[src/rtl/xbar_cfg_sequencer.sv]
`default_nettype none
// +-----------------------------------------------------------------------+
// | xbar_cfg_sequencer: replays stored crossbar contexts cyclically         |
// | Revision: 1.0                                                           |
// +-----------------------------------------------------------------------+
module xbar_cfg_sequencer #(
  parameter int NUM_CTX = 16,
  parameter int CTX_W   = $clog2(NUM_CTX),
  parameter int ITER_W  = 16,
  parameter int NUM_IN  = 6,
  parameter int NUM_OUT = 7
) (
  input  logic                        clk,
  input  logic                        reset,
  input  logic                        i__cfg_wr_en,
  input  logic [CTX_W-1:0]            i__cfg_wr_addr,
  input  logic [NUM_IN*NUM_OUT+3:0]   i__cfg_wr_data,
  input  logic [CTX_W:0]              i__ii,
  input  logic [ITER_W-1:0]           i__num_iter,
  input  logic                        i__start,
  input  logic                        i__stop,
  input  logic                        i__stall,
  output logic [NUM_IN-1:0]           o__sel [NUM_OUT-1:0],
  output logic [3:0]                  o__regbypass,
  output logic [CTX_W-1:0]            o__ctx_idx,
  output logic                        o__busy,
  output logic                        o__done,
  output logic                        o__err
);

  localparam int                c_data_w   = NUM_IN*NUM_OUT + 4;
  localparam logic [CTX_W:0]    c_max_ii   = (CTX_W+1)'(NUM_CTX);
  localparam logic [CTX_W:0]    c_ii_one   = (CTX_W+1)'(1);
  localparam logic [CTX_W-1:0]  c_ctx_one  = CTX_W'(1);
  localparam logic [ITER_W-1:0] c_iter_one = ITER_W'(1);

  typedef enum logic [1:0] {
    S_IDLE = 2'd0,
    S_RUN  = 2'd1,
    S_DONE = 2'd2
  } state_t;

  state_t                r_state;
  logic [c_data_w-1:0]   r_mem [NUM_CTX];
  logic [CTX_W:0]        r_ii;
  logic [ITER_W-1:0]     r_num_iter;
  logic [ITER_W-1:0]     r_iter_cnt;
  logic [CTX_W-1:0]      r_ctx;
  logic [NUM_IN-1:0]     r_sel [NUM_OUT-1:0];
  logic [3:0]            r_regbypass;
  logic                  r_done;
  logic                  r_err;

  logic                  w_sel_ok;
  logic                  w_wr_ok;
  logic                  w_ii_ok;
  logic                  w_last;
  logic                  w_final;
  logic [CTX_W-1:0]      w_next_ctx;
  logic [c_data_w-1:0]   w_load_data;

  // A select field may be all-zero (output idle) or one-hot, never multi-hot.
  always_comb begin
    w_sel_ok = 1'b1;
    for (int k = 0; k < NUM_OUT; k++) begin
      if ($countones(i__cfg_wr_data[NUM_IN*k +: NUM_IN]) > 1) w_sel_ok = 1'b0;
    end
  end

  always_comb begin
    w_wr_ok    = i__cfg_wr_en && (r_state == S_IDLE) && w_sel_ok;
    w_ii_ok    = (i__ii != '0) && (i__ii <= c_max_ii);
    w_last     = ({1'b0, r_ctx} == (r_ii - c_ii_one));
    w_final    = w_last && (r_num_iter != '0) && (r_iter_cnt == (r_num_iter - c_iter_one));
    w_next_ctx = w_last ? '0 : (r_ctx + c_ctx_one);
    // On start, forward a same-cycle write to context 0 so it is seen first.
    if (r_state == S_IDLE)
      w_load_data = (w_wr_ok && (i__cfg_wr_addr == '0)) ? i__cfg_wr_data : r_mem[0];
    else
      w_load_data = r_mem[w_next_ctx];
  end

  always_ff @(posedge clk) begin
    if (w_wr_ok) r_mem[i__cfg_wr_addr] <= i__cfg_wr_data;
  end

  always_ff @(posedge clk or posedge reset) begin
    if (reset) begin
      r_state     <= S_IDLE;
      r_ii        <= '0;
      r_num_iter  <= '0;
      r_iter_cnt  <= '0;
      r_ctx       <= '0;
      r_regbypass <= '0;
      r_done      <= 1'b0;
      r_err       <= 1'b0;
      for (int k = 0; k < NUM_OUT; k++) r_sel[k] <= '0;
    end else begin
      case (r_state)
        S_IDLE: begin
          if (i__cfg_wr_en && !w_sel_ok) r_err <= 1'b1;
          if (i__start) begin
            if (w_ii_ok) begin
              r_state     <= S_RUN;
              r_err       <= 1'b0;
              r_ii        <= i__ii;
              r_num_iter  <= i__num_iter;
              r_iter_cnt  <= '0;
              r_ctx       <= '0;
              r_regbypass <= w_load_data[c_data_w-1 -: 4];
              for (int k = 0; k < NUM_OUT; k++) r_sel[k] <= w_load_data[NUM_IN*k +: NUM_IN];
            end else begin
              r_err <= 1'b1;
            end
          end
        end
        S_RUN: begin
          if (i__cfg_wr_en) r_err <= 1'b1;
          if (i__stop) begin
            r_state     <= S_IDLE;
            r_ctx       <= '0;
            r_regbypass <= '0;
            for (int k = 0; k < NUM_OUT; k++) r_sel[k] <= '0;
          end else if (!i__stall) begin
            if (w_last) r_iter_cnt <= r_iter_cnt + c_iter_one;
            if (w_final) begin
              r_state     <= S_DONE;
              r_done      <= 1'b1;
              r_regbypass <= '0;
              for (int k = 0; k < NUM_OUT; k++) r_sel[k] <= '0;
            end else begin
              r_ctx       <= w_next_ctx;
              r_regbypass <= w_load_data[c_data_w-1 -: 4];
              for (int k = 0; k < NUM_OUT; k++) r_sel[k] <= w_load_data[NUM_IN*k +: NUM_IN];
            end
          end
        end
        S_DONE: begin
          if (i__cfg_wr_en) r_err <= 1'b1;
          r_state <= S_IDLE;
          r_done  <= 1'b0;
          r_ctx   <= '0;
        end
        default: r_state <= S_IDLE;
      endcase
    end
  end

  assign o__sel       = r_sel;
  assign o__regbypass = r_regbypass;
  assign o__ctx_idx   = r_ctx;
  assign o__busy      = (r_state == S_RUN);
  assign o__done      = r_done;
  assign o__err       = r_err;

endmodule
`default_nettype wire

[config.mk]
export PLATFORM = sky130hd
export DESIGN_NAME = xbar_cfg_sequencer
export DESIGN_NICKNAME = d
export VERILOG_FILES = /design/src/rtl/xbar_cfg_sequencer.sv
export SDC_FILE = /design/constraint.sdc
export NUM_CORES = 1
export LEC_CHECK = 0
export ABC_AREA = 1
export BUFFER_PORTS_ARGS = -buffer_cell sky130_fd_sc_hd__buf_2
export CORE_MARGIN = 8
export CORE_UTILIZATION = 50
export CTS_CLUSTER_SIZE = 10
export DETAILED_ROUTE_END_ITERATION = 8
export PLACE_DENSITY = 0.66
export SLEW_MARGIN = 20
export SYNTH_ARGS = -nofsm -noshare
export SYNTH_HDL_FRONTEND = slang
export SYNTH_SLANG_ARGS = --single-unit
[constraint.sdc]
create_clock -name clk -period 4.8 [get_ports clk]
set_clock_uncertainty 0.2 [all_clocks]
set_input_delay 0.48 -clock clk [delete_from_list [all_inputs] [get_ports clk]]
set_output_delay 0.48 -clock clk [all_outputs]
set_load 0.02 [all_outputs]
# After elaboration in Yosys (flattened, before gate mapping)
# Memories as Yosys holds them, arrays and structs flattened.
# Cells that the tools add are included.
word_totals:
  regBits: 91
  ramBits: 736
  inputBits: 77
  output_inout_bits: 53
  word_cells: 153
  n_memories: 1
classes:
  n_addsub: 39
  n_lt_le_gt_ge: 8
  n_eq_ne: 15
  mux: 51
  n_reduce_logical: 24
mem_list:
  columns: ["name", "depth", "width", "read_ports", "rd_clocked_by_memory_dff", "write_ports", "line", "source"]
  rows:
  - ["r_mem", 16, 46, 2, 0, 1, "44", "logic [c_data_w-1:0] r_mem [NUM_CTX];"]
ops:
  columns: ["operator", "n"]
  rows:
  - ["2-to-1 mux 42 bit", 5]
  - ["2-to-1 mux 46 bit", 2]
  - ["case mux 42 bit (2 select lines)", 1]
  - ["2-to-1 mux 16 bit", 5]
  - ["2-to-1 mux 4 bit", 11]
  - ["adder 1 x 1 -> 2 bit", 21]
  - ["case mux 16 bit (2 select lines)", 1]
  - ["adder 3 x 2 -> 4 bit", 7]
  - ["> comparator 4 x 1 -> 1 bit, second input constant", 7]
  - ["adder 2 x 2 -> 3 bit", 7]
  - ["adder 16 x 1 -> 16 bit, second input constant", 1]
  - ["equality test 16 bit", 1]
  - ["2-to-1 mux 1 bit", 16]
  - ["nonzero test 16 bit", 1]
  - ["subtractor 16 x 1 -> 16 bit, second input constant", 1]
  - ["case mux 4 bit (3 select lines)", 1]
  - ["AND reduction 4 bit", 3]
  - ["2-to-1 mux 2 bit", 5]
  - ["!= test 2 bit, second input constant", 4]
  - ["case mux 4 bit (2 select lines)", 1]
  - ["logical AND 1 bit", 7]
  - ["!= test 2 x 1 -> 1 bit, second input constant", 3]
  - ["!= test 3 x 2 -> 1 bit, second input constant", 2]
  - ["!= test 3 bit, second input constant", 2]
  - ["other kinds (18)", 22]

# Longest topological paths before layout
depth:
  depth_word: 19
  ltp_mapped: 20
  depth_no_buf: 18

# Worst setup path before layout
# Ideal clock, no wire load.
synth_timing:
  path_type: "input to register"
  start: "input port i__cfg_wr_data[36]"
  end: "memory r_mem[0][0] (netlist bit) (enable)"
  setup_time_ns: 0.450
  arrival_time_ns: 4.799
  required_ns: 4.150
  slack_ns: -0.648
  cell_stages: 13
  path_buffers: 0
  path_cell_list: "fa_1 > inv_1 > fa_1 > nor2_1 > fa_1 > or2_2 > inv_1 > nand2_1 > nor3_1 > nand3_1 > nor2_1 > nand2_1 > nor2_1"
synth_between:
  elab_chain_cells: 8
synth_lines:
  columns: ["item", "line", "source"]
  rows:
  - ["from (decl)", "17", "input logic [NUM_IN*NUM_OUT+3:0] i__cfg_wr_data,"]
  - ["adder 1 x 1 -> 2 bit", "66", "if ($countones(i__cfg_wr_data[NUM_IN*k +: NUM_IN]) > 1) w_sel_ok = 1'b0;"]
  - ["adder 2 x 2 -> 3 bit", "66", null]
  - ["adder 3 x 2 -> 4 bit", "66", null]
  - ["> comparator 4 x 1 -> 1 bit", "66", null]
  - ["2-to-1 mux 1 bit", "66", null]
  - ["logical AND 1 bit", "71", "w_wr_ok = i__cfg_wr_en && (r_state == S_IDLE) && w_sel_ok;"]
  - ["2-to-1 mux 1 bit", "84", "if (w_wr_ok) r_mem[i__cfg_wr_addr] <= i__cfg_wr_data;"]
  - ["2-to-1 mux 1 bit (not written as such)", "84", null]
  - ["to (decl)", "44", null]
# No other way between the ends.

# Worst setup path after layout
layout_timing:
  start: "input port i__cfg_wr_data[24]"
  end: "memory r_mem[9][6] (netlist bit) (enable)"
layout_between:
  elab_chain_cells: 10
layout_lines:
  columns: ["item", "line"]
  rows:
  - ["adder 1 x 1 -> 2 bit", "66"]
  - ["adder 2 x 2 -> 3 bit", "66"]
  - ["adder 3 x 2 -> 4 bit", "66"]
  - ["> comparator 4 x 1 -> 1 bit", "66"]
  - ["2-to-1 mux 1 bit (3 in a row)", "66"]
  - ["logical AND 1 bit", "71"]
  - ["2-to-1 mux 1 bit", "84"]
  - ["2-to-1 mux 1 bit (not written as such)", "84"]
# No other way between the ends.

==> impl_metrics.yaml <==
timing:
  post-route-min-period_ns: 4.295
  tightest_slew_ns: 1.328
  hold_violations: 0
  slew_violations: 0
  finalSetupViolations: 0
  timing.fmax_ghz: 0.2328
  finalCritPeriodShare: 0.8948
  rsz0062_at_grt: "no"
  setup_tns_ns: 0
  slew_headroom: 0.1149
worst_hold_path:
  hp-class: "in -> reg"
  hold_path_depth: 1
synthesis:
  avgSynthCellArea_um2: 10.88
  dominantRegCellSynth: "edfxtp_1"
  yosys_warnings: 0
  yosys.area_share.adder: 0.01374
  synthXorXnorAreaFrac: 0.004393
  async_flop_share: 0.1100
  synth_edf_count: 736
  synth_mux_area_frac: 0.001486
  synth_seq_cells: 827
  ys_types: 40
  yosysSeqAreaShare: 0.6435
  synth_top_area_share: 0.5834
  synth_most_common_cell: "edfxtp_1"
  syn_area_um2: 37880
  synth_area_leaders: "edfxtp_1 58%, nand3_1 8.9%, dfrtp_1 6.0%"
  mappedNetlistNets: 3587
  synthTopCellsByCount: "736 x edfxtp_1, 677 x nand3_1, 591 x nand2_1"
  yosys.area.top_type: "edfxtp_1"
  synth_compound_area_frac: 0.04085
  synth_top_family_by_area: "simple AND/OR/NAND/NOR gates"
  yosys.area_share.simple: 0.2308
  synthCells: 3481
power_and_ir_drop:
  comb_power_share: 0.327
  power_density_nw_per_um2: 519.5
  intPower_mw: 14.24
  power_switching_share: 0.3633
  p_total_mw: 22.37
  irDropWorstVdd_mv: 0.6839
  netSwitchingPower_mw: 8.129
  p_leak_nw: 16.69
  clkPwrFrac: 0.297
  seq_power_share: 0.377
setup_path:
  end_kind: "flop"
  path_max_fanout: 24
  reg2reg_depth: 19
  path_class: "in -> reg"
  worstPathArrival_ns: 4.41
  worstPathRequired_ns: 4.92
  startpoint_type: "input port"
detailed_routing:
  drt-total-wl_um: 105200
  wl_met2_um: 49440
  drtAntennaViolNets: 0
  vias: 26801
  wl_met1_um: 43510
  drcViolationCount: 0
  post_drt_wl_per_cell_um: 22.66
  via_per_inst: 5.772
  drtPass1Iterations: 7
  wl_met3_um: 8850
  drt-initial-drc-count: 2933
  top_layer_used: "met5"
cts:
  cts-root-buf: "clkbuf_16"
  ctsHtreeMaxLevel: 3
  cts_inserted_buffers: 94
  clk_latency_ns: 0.64
  cts_resized: 0
  post_cts_buffers: 0
  cts.sinks: 827
  cts_tree: "built"
  clk_path_buf_depth: 3
  cts_hold_buf: 25
  clk_pin_slew_ns: 0.06
global_route:
  grt_start_max_net_pins: 214
  grt.total_usage: 0.2427
  overflow: 0
  grt_pass1_wl_um: 159400
  antenna_found_initial: 10
  grt_pass1_vias: 25719
cells_and_area:
  syn_to_final_growth_pct: 13.68
  final_nets: 3688
  drive_gt1_frac: 0.1497
place:
  io_buffers: 129
  gp_congestion: 0.8058
  hpwlAfterDp_um: 56200
floorplan:
  die_w_um: 291.3
  fp-row-count: 101
  core_um2: 75440
  start_util: 0.5021
  fp.dieH_um: 291.3
  io_pins: 130
  die-area_um2: 84830
run_status:
  run_status: "finished clean"
flow_run:
  cap_violations: 0
power by group through the flow:
stage          clock network, mW  registers (mW)  logic, mW
2_1_floorplan                  0            8.68       4.97
3_3_place_gp                   0            8.57       7.12
3_5_place_dp                   0            8.57       7.21
4_1_cts                     6.73            8.43       7.26
5_1_grt                     7.01            8.46       8.14
6_report                    6.64            8.43       7.31
per-layer routing:
layer  up-vias  global-route usage
met3       207             0.04091
met5         -                   0
li1      12285                   -
met4         8             0.09196
met2      1234              0.3837
met1     13067              0.3361
layout by cell type, fill, tap and decap left out, types with 54 or more instances in the layout:
cell | Yosys | routed
a21oi_1 | 54 | 54
buf_2 | 68 | 129
clkbuf_1 | 111 | 69
clkbuf_16 | 0 | 97
dfrtp_1 | 91 | 90
edfxtp_1 | 736 | 736
inv_1 | 377 | 374
nand2_1 | 591 | 587
nand3_1 | 677 | 677
nand3b_1 | 186 | 186
o2111ai_1 | 92 | 92
o21ai_0 | 83 | 83
or2_2 | 187 | 187
final cells by class:
cell class,count,area (um^2)
Clock buffer,169,2728
Clock inverter,5,80.08
Tap cell,978,1224
Multi-Input combinational cell,2044,11220
Timing Repair Buffer,233,1972
Antenna cell,5,12.51
Fill cell,6175,32380
Sequential cell,827,24380
Inverter,382,1451
state kept, by name, summed over array words and instances, names as in the netlist:
signal / flops
o__sel: 42
o__regbypass: 4
r_iter_cnt: 16
o__err: 1
r_ii: 5
r_num_iter: 16
r_state: 2
o__done: 1
r_mem: 736
o__ctx_idx: 4
worst max-delay path, cell delays in order:
cell           delay [ns]
dlygate4sd3_1        0.53
buf_2                0.15
fa_1                 0.53
inv_1                0.08
fa_1                 0.43
inv_1                0.06
nand2_1              0.07
fa_1                 0.64
nand4_1              0.12
nor3_1               0.20
nand3_1              0.12
nor2_1               0.15
nand2_1              0.25
nor2_4               0.30
buf_12               0.26
logic make-up (layout without fill, tap and decap cells):
group	count (synthesis)	count (layout)
simple gates	1755	1755
flops	827	827
buf+inv	610	789
compound gates	236	236
fa+ha+maj	29	29
xor+xnor	19	19
mux	5	5
other cells	0	5
worst paths after layout:
path	startpoint	end	slack, ns
min in group asynchronous	reset	o__regbypass[0]	0.41
setup reg to reg	r_ii[0]	o__sel[3]	0.95
setup / recovery	i__cfg_wr_data[24]	r_mem[9][6]	0.50
hold reg to reg	o__done	o__done	0.27
max in group asynchronous	reset	o__sel[14]	2.88
hold / removal	i__cfg_wr_data[36]	r_mem[0][36]	0.04
through the flow:
step                cells  worst slack [ns]  area [um^2]  hold WS (ns)  utilization
detailed placement   4438            0.2396        39960        0.2650       0.5297
floorplan            3481           -0.6483        37880        0.2931            -
global placement     4438            0.1527        39960        0.2569       0.5297
global route         4641            0.2782        43060       0.02905       0.5708
finish               4643            0.5048        43070       0.04118       0.5709
CTS                  4637            0.5226        43020      0.009747       0.5703
No activity file was read; power rests on OpenSTA's default activity.
